[config.mk]
export PLATFORM = sky130hd
export DESIGN_NAME = yutorina_bus_arbiter
export DESIGN_NICKNAME = d
export VERILOG_FILES = /design/src/rtl/yutorina_bus_arbiter.sv
export SDC_FILE = /design/constraint.sdc
export NUM_CORES = 1
export LEC_CHECK = 0
export CAP_MARGIN = 20
export CELL_PAD_IN_SITES_DETAIL_PLACEMENT = 0
export CELL_PAD_IN_SITES_GLOBAL_PLACEMENT = 1
export CORE_UTILIZATION = 34
export DETAILED_ROUTE_END_ITERATION = 10
export GPL_ROUTABILITY_DRIVEN = 0
export GPL_TIMING_DRIVEN = 0
export PLACE_DENSITY = 0.89
export SETUP_SLACK_MARGIN = 0.4
export SLEW_MARGIN = 10
export SYNTH_ARGS = -nofsm -noshare
export SYNTH_HDL_FRONTEND = slang
export SYNTH_SLANG_ARGS = --single-unit
[constraint.sdc]
create_clock -name clk -period 3.2 [get_ports clk]
set_clock_uncertainty 0.05 [all_clocks]
set_input_delay 0.8 -clock clk [delete_from_list [all_inputs] [get_ports clk]]
set_output_delay 0.8 -clock clk [all_outputs]
set_load 0.05 [all_outputs]
[src/rtl/yutorina_bus_arbiter.sv]
// rtl/yutorina_bus_arbiter.sv - four-master rotating bus arbiter with active-low request/grant
// Optional tenure limit compiled in with YUTORINA_BUS_ARBITER_TIMEOUT_EN.
module yutorina_bus_arbiter #(
    parameter int TIMEOUT_CYCLES = 16
) (
    input  logic       clk,
    input  logic       reset,
    input  logic       master0_request_,
    input  logic       master1_request_,
    input  logic       master2_request_,
    input  logic       master3_request_,
    output logic       master0_grant_,
    output logic       master1_grant_,
    output logic       master2_grant_,
    output logic       master3_grant_,
    output logic [1:0] owner,
    output logic       timeout_expired
);

    logic [3:0] w_req;
    logic [3:1] w_rot;
    logic       w_owner_req;
    logic       w_found;
    logic [1:0] w_next;
    logic       w_timeout;
    logic       w_move;

    logic [1:0] r_owner;
    logic [3:0] r_grant_n;
    logic       r_timeout;

    assign w_req = ~{master3_request_, master2_request_, master1_request_, master0_request_};
    assign w_owner_req = w_req[r_owner];

    // w_rot[k] is the request of master owner+k, so the search order is simply bit 1, 2, 3.
    always_comb begin
        w_rot = 3'b000;
        for (int k = 1; k < 4; k++) begin
            w_rot[k] = w_req[r_owner + 2'(k)];
        end
    end

    always_comb begin
        w_found = 1'b1;
        w_next  = r_owner;
        if (w_rot[1]) begin
            w_next = r_owner + 2'd1;
        end else if (w_rot[2]) begin
            w_next = r_owner + 2'd2;
        end else if (w_rot[3]) begin
            w_next = r_owner + 2'd3;
        end else begin
            w_found = 1'b0;
        end
    end

`ifdef YUTORINA_BUS_ARBITER_TIMEOUT_EN
    logic [7:0] r_tenure;

    assign w_timeout = w_owner_req && w_found && (r_tenure == 8'(TIMEOUT_CYCLES - 1));

    always_ff @(posedge clk) begin
        if (reset) begin
            r_tenure <= 8'd0;
        end else if (w_move) begin
            r_tenure <= 8'd0;
        end else if (w_owner_req && w_found) begin
            r_tenure <= r_tenure + 8'd1;
        end
    end
`else
    assign w_timeout = 1'b0;
`endif

    assign w_move = w_found && (!w_owner_req || w_timeout);

    always_ff @(posedge clk) begin
        if (reset) begin
            r_owner   <= 2'd0;
            r_grant_n <= 4'b1110;
            r_timeout <= 1'b0;
        end else begin
            if (w_move) begin
                r_owner   <= w_next;
                r_grant_n <= ~(4'b0001 << w_next);
            end
            r_timeout <= w_timeout;
        end
    end

    assign master0_grant_  = r_grant_n[0];
    assign master1_grant_  = r_grant_n[1];
    assign master2_grant_  = r_grant_n[2];
    assign master3_grant_  = r_grant_n[3];
    assign owner           = r_owner;
    assign timeout_expired = r_timeout;

endmodule

==> results of run 1 <==
==> sequential cells by signal, indices dropped and copies added, names as in the netlist <==
register and flops:
r_grant_n 4, owner 2
==> area by class of cell <==
cell class | count | share of cell area [%]
inverter | 2 | 1.21
clock buffer | 3 | 3.64
buffer | 7 | 6.48
timing repair buffer | 10 | 16.2
multi-input combinational | 47 | 50.0
sequential | 6 | 19.4
tap | 15 | 3.04
==> logic make-up after synthesis <==
group,Yosys count
AO/OA/AOI/OAI,20
flip-flops,6
buffers and inverters,9
other,1
AND/OR/NAND/NOR,25
multiplexers,1
==> how the worst max path moves through the flow <==
stage,startpoint,to,depth (start not counted)
final,owner[0]$_SDFFE_PP0P_,owner[0],1
after floorplan,master2_request_,r_grant_n[1]$_SDFFE_PP1P_,5
after CTS,owner[0]$_SDFFE_PP0P_,owner[0],1
after detailed placement,master0_request_,r_grant_n[1]$_SDFFE_PP1P_,6
after global routing,master1_request_,r_grant_n[1]$_SDFFE_PP1P_,6
after global placement,master1_request_,r_grant_n[1]$_SDFFE_PP1P_,6
==> stage by stage <==
stage / util (%) / cells
floorplan: - / 62
global placement: 45.8 / 87
detailed placement: 45.8 / 87
CTS: 47.5 / 90
global route: 47.5 / 90
finish: 47.5 / 90
==> power groups by stage <==
stage	Clock [W]	Sequential [W]	Combinational, W
6_report	0.0000689	0.0000897	0.000108
5_1_grt	0.0000779	0.0000908	0.000116
2_1_floorplan	0	0.000116	0.0000520
4_1_cts	0.0000730	0.0000897	0.000108
3_5_place_dp	0	0.0000913	0.000107
3_3_place_gp	0	0.0000908	0.000108
==> metal layers <==
layer / up-vias / wire [um] / GRT usage, %
li1: 262 / - / -
met1: 246 / 571 / 22.0
met2: 13 / 467 / 20.9
met3: 0 / 46 / 10.2
met4: 0 / 0 / 0
met5: - / 0 / 0
==> cells in the final DEF (no fill, tap or decap), types with 2 or more instances in the layout <==
cell type and count:
o21ai_1 3, nor3b_1 2, buf_4 3, clkbuf_1 2
nor2b_1 2, a21oi_1 2, nor3_1 2, nand4b_1 2
buf_2 2, clkbuf_4 3, inv_1 2, a32oi_1 2
dfxtp_1 6, nand2_1 5, nand3_1 6, a31oi_1 3
or3_1 2, clkdlybuf4s50_1 10
==> out/qor.txt, run 1 <==
Status: finished with violations
Failing checks: design-rule violations
TritonCTS buffer count: 3
Final net count: 83
Total Routing Usage GR: 15.7%
Reg2Reg Depth: 4
Finished Cell Area: 618 sq um
WL per Instance: 12.1 um
Cell family with most CP delay: buffers and inverters
Hold buffer count at CTS: 0
Critical path arrival: 1.57 ns
Fin crit period: 2.42 ns
Final WS setup: 0.783 ns
Post-synthesis mux area share: 3.15%
Largest family of logic cells by synthesized area: compound AO/OA/AOI/OAI gates
I/O Buffers: 10
Sw frac: 37.3%
Area Growth Syn to Fin: 29.7%
Simple-gate portion of the synthesized area: 29.9%
Antenna fix cells: 0
CP cell instances: clkdlybuf4s50_1
Final cycle utilization of the critical path: 75.5%
I/O pins: 13
Clk_lat worst skew: 0.25 ns
Share of cells above drive strength 1: 12.0%
# clock sinks: 6
Setup slack, reg-to-reg: 1.43 ns
Buffers plus inverters on the worst setup path: 1
Netlist area before placement: 477 sq um
Post-synth top cells: dfxtp_1, nand3_1, nand2_1
Largest stage delay on the critical path: 0.86 ns
Post-CTS setup buffers: 0
Internal power: 0.000167 W
Syn avg cell area: 7.69 sq um
Residual DRC: 2
DRT iter0 DRCs: 26
Worst flop-to-flop path endpoint: r_grant_n[1]$_SDFFE_PP1P_
Worst min-delay path startpoint: r_grant_n[3]$_SDFFE_PP1P_
Initial core utilization: 36.6%
Max frequency: 414 MHz
Sequential share of power: 33.6%
Final hold violations: 0
Synth warn: 0
Clock Power Share: 25.8%
Register bit total from synthesis: 6
Clock root cell: clkbuf_4
H-tree depth: 1
Sw power: 0.0000997 W
Die H: 39.4 um
Dpl ws: 0.561 ns
Sequential area share after synthesis: 25.2%
Vias per cell: 5.79
Synth Flop Type: dfxtp_1
Combinational fraction of design power: 40.6%
Synth Area in XOR/XNOR: 0%
Fill count: 142
Final setup fails: 0
Post-Syn Instances: 62
Slowest CP cell: clkdlybuf4s50_1
Critical Path Source Type: register
CTS Buffer Depth: 2
Setup_tns: 0 ns
Synth Area in Compound Gates: 31.0%
Fraction of registers with async set or reset after synthesis: 0%
Core area: 0.00130 sq mm
Worst-path fanout max: 8
Register area: 120 sq um
Max Cap Viol: 0
Syn_nets: 68
WS Path Type: reg -> out
DP Wirelength: 816 um
Crit end category: output port
Initial antenna violation count: 0
R2R Path Start: owner[0]$_SDFFE_PP0P_
Hold WC Path Type: reg -> reg
Die area: 0.00156 sq mm
Largest net degree at the start of global routing: 11
TritonCTS clock tree: built
Power per standard cell area: 432 mW/mm^2
Placed Area: 596 sq um
Synth top area share: 25.2%
Max VDD drop: 0.218 mV
Slew Viols, Final: 0
Vias in the first global route: 357
Rows: 13
Worst endpoint required time: 2.35 ns
Via Count: 521
Residual overflow from global routing: 0
Ranking of synthesized cells by area: dfxtp_1, nand3_1, buf_4, a31oi_1, nand2_1
Multi-input gate area: 309 sq um
First-pass GRT wire length: 1.58 mm
Post-Synth Adder-Cell Area: 0%
Hold Crit Endpoint: r_grant_n[3]$_SDFFE_PP1P_
Die width: 39.4 um
RSZ-0062 raised after global routing: false
EDFF count, synth: 0
Hold Path Cell Cnt: 2
Detailed-route wire length: 1.09 mm
Drt pass-1 iters: 7
Post_cts resized: 0
Final Total Pwr: 0.000267 W
Leak pwr: 0.226 nW
Post-DRT Antenna Nets: 0
Clock Pin Slew Worst Setup and Hold Paths: 0.05 ns
Fin Hold WS: 0.456 ns
Netlist cell types: 32
Cell taking the most area after synthesis: dfxtp_1
No activity file was read; power rests on OpenSTA's default activity.
==> inputs of run 2 (changes only) <==
Settings changed: CORE_UTILIZATION 34 to 32, PLACE_DENSITY 0.89 to 0.85.
Clock period 3.2 ns to 2.4 ns, I/O delays scaled along.
==> run 2 against run 1 <==
Compared with the run above: the flow now finishes without violations; global-route usage increased by 0.15 points; highest routed layer unchanged; sequential cell count unchanged; non-clock buffer count increased by 3; final cell count increased by 3.3%.
==> out/qor.txt, run 2 (same netlist as run 1, synthesis figures left out) <==
Max VDD drop: 0.396 mV
# clock sinks: 6
Fin crit period: 1.94 ns
Critical Path Source Type: input pin
Worst-path fanout max: 10
Final setup fails: 0
Die area: 0.00165 sq mm
CP cell instances: dlygate4sd2_1 > buf_6 > nand3_1 > a32o_2 > or3_1 > a311o_1
Die width: 40.6 um
Share of cells above drive strength 1: 17.9%
Residual DRC: 0
Power per standard cell area: 549 mW/mm^2
TritonCTS clock tree: built
Hold WC Path Type: reg -> reg
Core area: 0.00135 sq mm
Critical path arrival: 2.01 ns
Total Routing Usage GR: 15.9%
Worst endpoint required time: 2.47 ns
Largest register FFs: 4
Clock Pin Slew Worst Setup and Hold Paths: 0.04 ns
Met2 usage: 23.4%
Residual overflow from global routing: 0
Largest stage delay on the critical path: 0.32 ns
Detailed-route wire length: 1.20 mm
TritonCTS buffer count: 3
Clock root cell: clkbuf_4
Most common cell after layout, fill and taps aside: dlygate4sd2_1
I/O pins: 13
DRT iter0 DRCs: 21
Leak pwr: 0.267 nW
Clk_lat worst skew: 0.24 ns
WL per Instance: 12.8 um
Rows: 13
RSZ-0062 raised after global routing: false
Drt pass-1 iters: 4
Area Growth Syn to Fin: 36.2%
Initial core utilization: 35.3%
Via Count: 535
First-pass GRT wire length: 1.68 mm
I/O Buffers: 10
Max frequency: 516 MHz
Vias in the first global route: 407
WS Path Type: in -> reg
Reg with most FFs: r_grant_n
Final hold violations: 0
Largest net degree at the start of global routing: 11
Hold Path Cell Cnt: 2
Reg2Reg Depth: 4
DP Wirelength: 839 um
Crit end category: register
Slew Viols, Final: 0
Die H: 40.6 um
Final net count: 86
Slowest CP cell: a311o_1
GR Layer Usage met1: 20.6%
Final cycle utilization of the critical path: 80.8%
Vias per cell: 5.75
Max Cap Viol: 0
GR Util met3: 10.0%
Most used routing layer: met2
Final Total Pwr: 0.000357 W
CTS Buffer Depth: 2
Placed Area: 597 sq um
Status: finished clean
Most frequent cells in the layout: dlygate4sd2_1, nand3_1, nand2_1, dfxtp_1, buf_4
Initial antenna violation count: 0
H-tree depth: 1
Antenna fix cells: 0
Finished Cell Area: 649 sq um
Post-DRT Antenna Nets: 0
## run 2: what timing repair did
| item | in CTS | in global routing |
|---|---|---|
| buffers inserted | 2 | 1 |
| pin swaps | 1 | 0 |
| hold buffers | 0 | 0 |
| setup endpoints to repair | 7 | 3 |
| gates resized for setup | 12 | 2 |
## run 2: critical path: cells and delay by family
| kind | cells | cell delay (ns) |
|---|---|---|
| buffers and inverters | 2 | 0.43 |
| AND/OR/NAND/NOR | 2 | 0.41 |
| AO/OA/AOI/OAI | 2 | 0.56 |
## run 2: final cells by class
| type | count | area [sq um] |
|---|---|---|
| Tap cell | 15 | 18.8 |
| Inverter | 2 | 7.51 |
| Sequential cell | 6 | 121 |
| Buffer | 7 | 53.8 |
| Clock buffer | 3 | 22.5 |
| Multi-Input combinational cell | 47 | 310 |
| Timing Repair Buffer | 13 | 115 |
| Fill cell | 149 | 701 |
## run 2: power breakdown
group	total (W)	internal [W]	leakage (nW)	switching, W
Sequential	0.000120	0.000111	0.0499	0.00000917
Clock	0.0000902	0.0000564	0.0138	0.0000338
Combinational	0.000147	0.0000557	0.203	0.0000908
Total	0.000357	0.000223	0.267	0.000134
## run 2: through the flow
| step | utilization [%] | TNS (ns) | hold WS [ns] | std cells | setup slack (ns) |
|---|---|---|---|---|---|
| floorplan | - | 0 | 0.612 | 62 | 0.529 |
| detailed placement | 44.2 | -0.0750 | 0.450 | 87 | -0.0750 |
| finish | 48.1 | 0 | 0.448 | 93 | 0.462 |
| CTS | 47.1 | 0 | 0.454 | 92 | 0.291 |
| global route | 48.1 | 0 | 0.483 | 93 | 0.414 |
| global placement | 44.2 | -0.0487 | 0.455 | 87 | -0.0487 |
## run 2: final timing paths
check	start	end	slack (ns)
hold / removal	r_grant_n[3]$_SDFFE_PP1P_	r_grant_n[3]$_SDFFE_PP1P_	0.45
hold reg to reg	r_grant_n[3]$_SDFFE_PP1P_	r_grant_n[3]$_SDFFE_PP1P_	0.45
setup / recovery	master1_request_	r_grant_n[1]$_SDFFE_PP1P_	0.46
setup reg to reg	owner[0]$_SDFFE_PP0P_	r_grant_n[1]$_SDFFE_PP1P_	0.69
## run 2: layer usage
| metal | part of all wire [%] | vias up |
|---|---|---|
| met2 | 46 | 17 |
| met1 | 48 | 248 |
| met5 | 0 | - |
| met4 | 0 | 0 |
| met3 | 6.3 | 0 |
| li1 | - | 270 |
==> inputs of run 3 (changes only) <==
Settings changed: CORE_UTILIZATION 32 to 29, PLACE_DENSITY 0.85 to 0.82.
Clock period 2.4 ns to 1.68 ns, I/O delays scaled along.
==> run 3 against run 2 <==
Compared with the run above: wire length up 63%; combinational power up 150%; final cell count rose by 23%.
==> out/qor.txt, run 3 (same netlist as run 1, synthesis figures left out) <==
Status: finished clean
Residual overflow from global routing: 0
Fill count: 123
Placed Area: 603 sq um
Fin crit period: 1.63 ns
Crit end category: register
Drt pass-1 iters: 4
Hold Path Cell Cnt: 2
Hold WC Path Type: reg -> reg
Residual DRC: 0
Share of cells above drive strength 1: 61.2%
Critical Path Source Type: register
Setup_tns: 0 ns
WS Path Type: reg -> reg
Vias in the first global route: 609
Post-DRT Antenna Nets: 0
Clock Pin Slew Worst Setup and Hold Paths: 0.07 ns
Die H: 42.5 um
Worst flop-to-flop path endpoint: r_grant_n[1]$_SDFFE_PP1P_
Initial antenna violation count: 0
Worst Setup EP: r_grant_n[1]$_SDFFE_PP1P_
I/O Buffers: 10
RSZ-0062 raised after global routing: true
Reg with most FFs: r_grant_n
Initial core utilization: 31.3%
DRT iter0 DRCs: 24
Final cycle utilization of the critical path: 96.9%
Core area: 0.00152 sq mm
Die width: 42.5 um
Hold buffer count at CTS: 0
TritonCTS clock tree: built
DP Wirelength: 829 um
Worst-path fanout max: 4
Die area: 0.00181 sq mm
Finished Cell Area: 975 sq um
Placed Cells: 88
Setup slack, reg-to-reg: 0.05 ns
CP Launch Point: owner[0]$_SDFFE_PP0P_
Worst endpoint required time: 1.79 ns
Area Growth Syn to Fin: 104%
Clock root cell: clkbuf_4
TritonCTS buffer count: 3
Max Cap Viol: 0
R2R Path Start: owner[0]$_SDFFE_PP0P_
Clk_lat worst skew: 0.27 ns
Power per standard cell area: 737 mW/mm^2
Leak pwr: 0.414 nW
CTS Buffer Depth: 2
Largest net degree at the start of global routing: 11
Max VDD drop: 0.371 mV
Reg2Reg Depth: 4
Final Non-Filler Cells: 114
Final setup fails: 0
Detailed-route wire length: 1.95 mm
Antenna fix cells: 0
# clock sinks: 6
Final hold violations: 0
Total Routing Usage GR: 21.1%
Via Count: 682
First-pass GRT wire length: 2.80 mm
I/O pins: 13
Post-layout util: 64.0%
Most frequent cells in the layout: buf_6, buf_4, nand2_1, nand3_1, clkbuf_4
WL per Instance: 17.1 um
Final net count: 105
Critical path arrival: 1.73 ns
Max frequency: 614 MHz
Largest register FFs: 4
Slew Viols, Final: 0
Vias per cell: 5.98
H-tree depth: 1
Rows: 14
Most common cell after layout, fill and taps aside: buf_6
## run 3: critical path, cell delays in order, from the launching register on
cell     delay (ns)
dfxtp_4        0.36
buf_6          0.13
a32o_2         0.28
or3_1          0.35
a311o_1        0.34
## run 3: timing repair
| action | in CTS | in global routing |
|---|---|---|
| endpoints found under the setup margin | 12 | 11 |
| gates resized for setup | 77 | 17 |
| setup buffers | 18 | 4 |
| pin swaps | 10 | 10 |
## run 3: metal layers
metal	vias to the layer above	GRT usage [%]	part of all wire, %
met4	0	15.0	4.8
met1	322	25.5	41
li1	310	-	-
met3	8	1.72	5.8
met5	-	0	0
met2	42	34.8	49
## run 3: how the worst min path moves through the flow
stage / slack [ns] / start / end
3_3_place_gp: 0.46 / r_grant_n[3]$_SDFFE_PP1P_ / r_grant_n[3]$_SDFFE_PP1P_
4_1_cts: 0.46 / r_grant_n[3]$_SDFFE_PP1P_ / r_grant_n[3]$_SDFFE_PP1P_
6_report: 0.47 / r_grant_n[3]$_SDFFE_PP1P_ / r_grant_n[3]$_SDFFE_PP1P_
5_1_grt: 0.49 / r_grant_n[3]$_SDFFE_PP1P_ / r_grant_n[3]$_SDFFE_PP1P_
3_5_place_dp: 0.45 / r_grant_n[3]$_SDFFE_PP1P_ / r_grant_n[3]$_SDFFE_PP1P_
2_1_floorplan: 0.43 / reset / owner[0]$_SDFFE_PP0P_
## run 3: through the flow
step,hold WS (ns),setup WS (ns),power [W]
after floorplan,0.430,-0.0289,0.000322
after global placement,0.456,-0.583,0.000383
after detailed placement,0.454,-0.601,0.000382
after CTS,0.462,0.0864,0.000643
after global routing,0.493,0.0160,0.000736
final,0.466,0.0526,0.000718
## run 3: report_power, final
part	leakage [nW]	internal, W	switching [W]
sequential	0.0507	0.000158	0.0000162
clock	0.0150	0.0000920	0.0000856
combinational	0.349	0.000182	0.000184
total	0.414	0.000432	0.000286
## run 3: cell type report
cell class / instances / area, sq um / area share (%)
flip-flops and latches: 6 / 130 / 13.4
repair buffers: 32 / 312 / 32.0
inverters: 2 / 7.51 / 0.770
plain buffers: 7 / 65.1 / 6.68
well taps: 16 / 20.0 / 2.05
multi-input cells: 47 / 414 / 42.5
clock buffers: 4 / 26.3 / 2.70
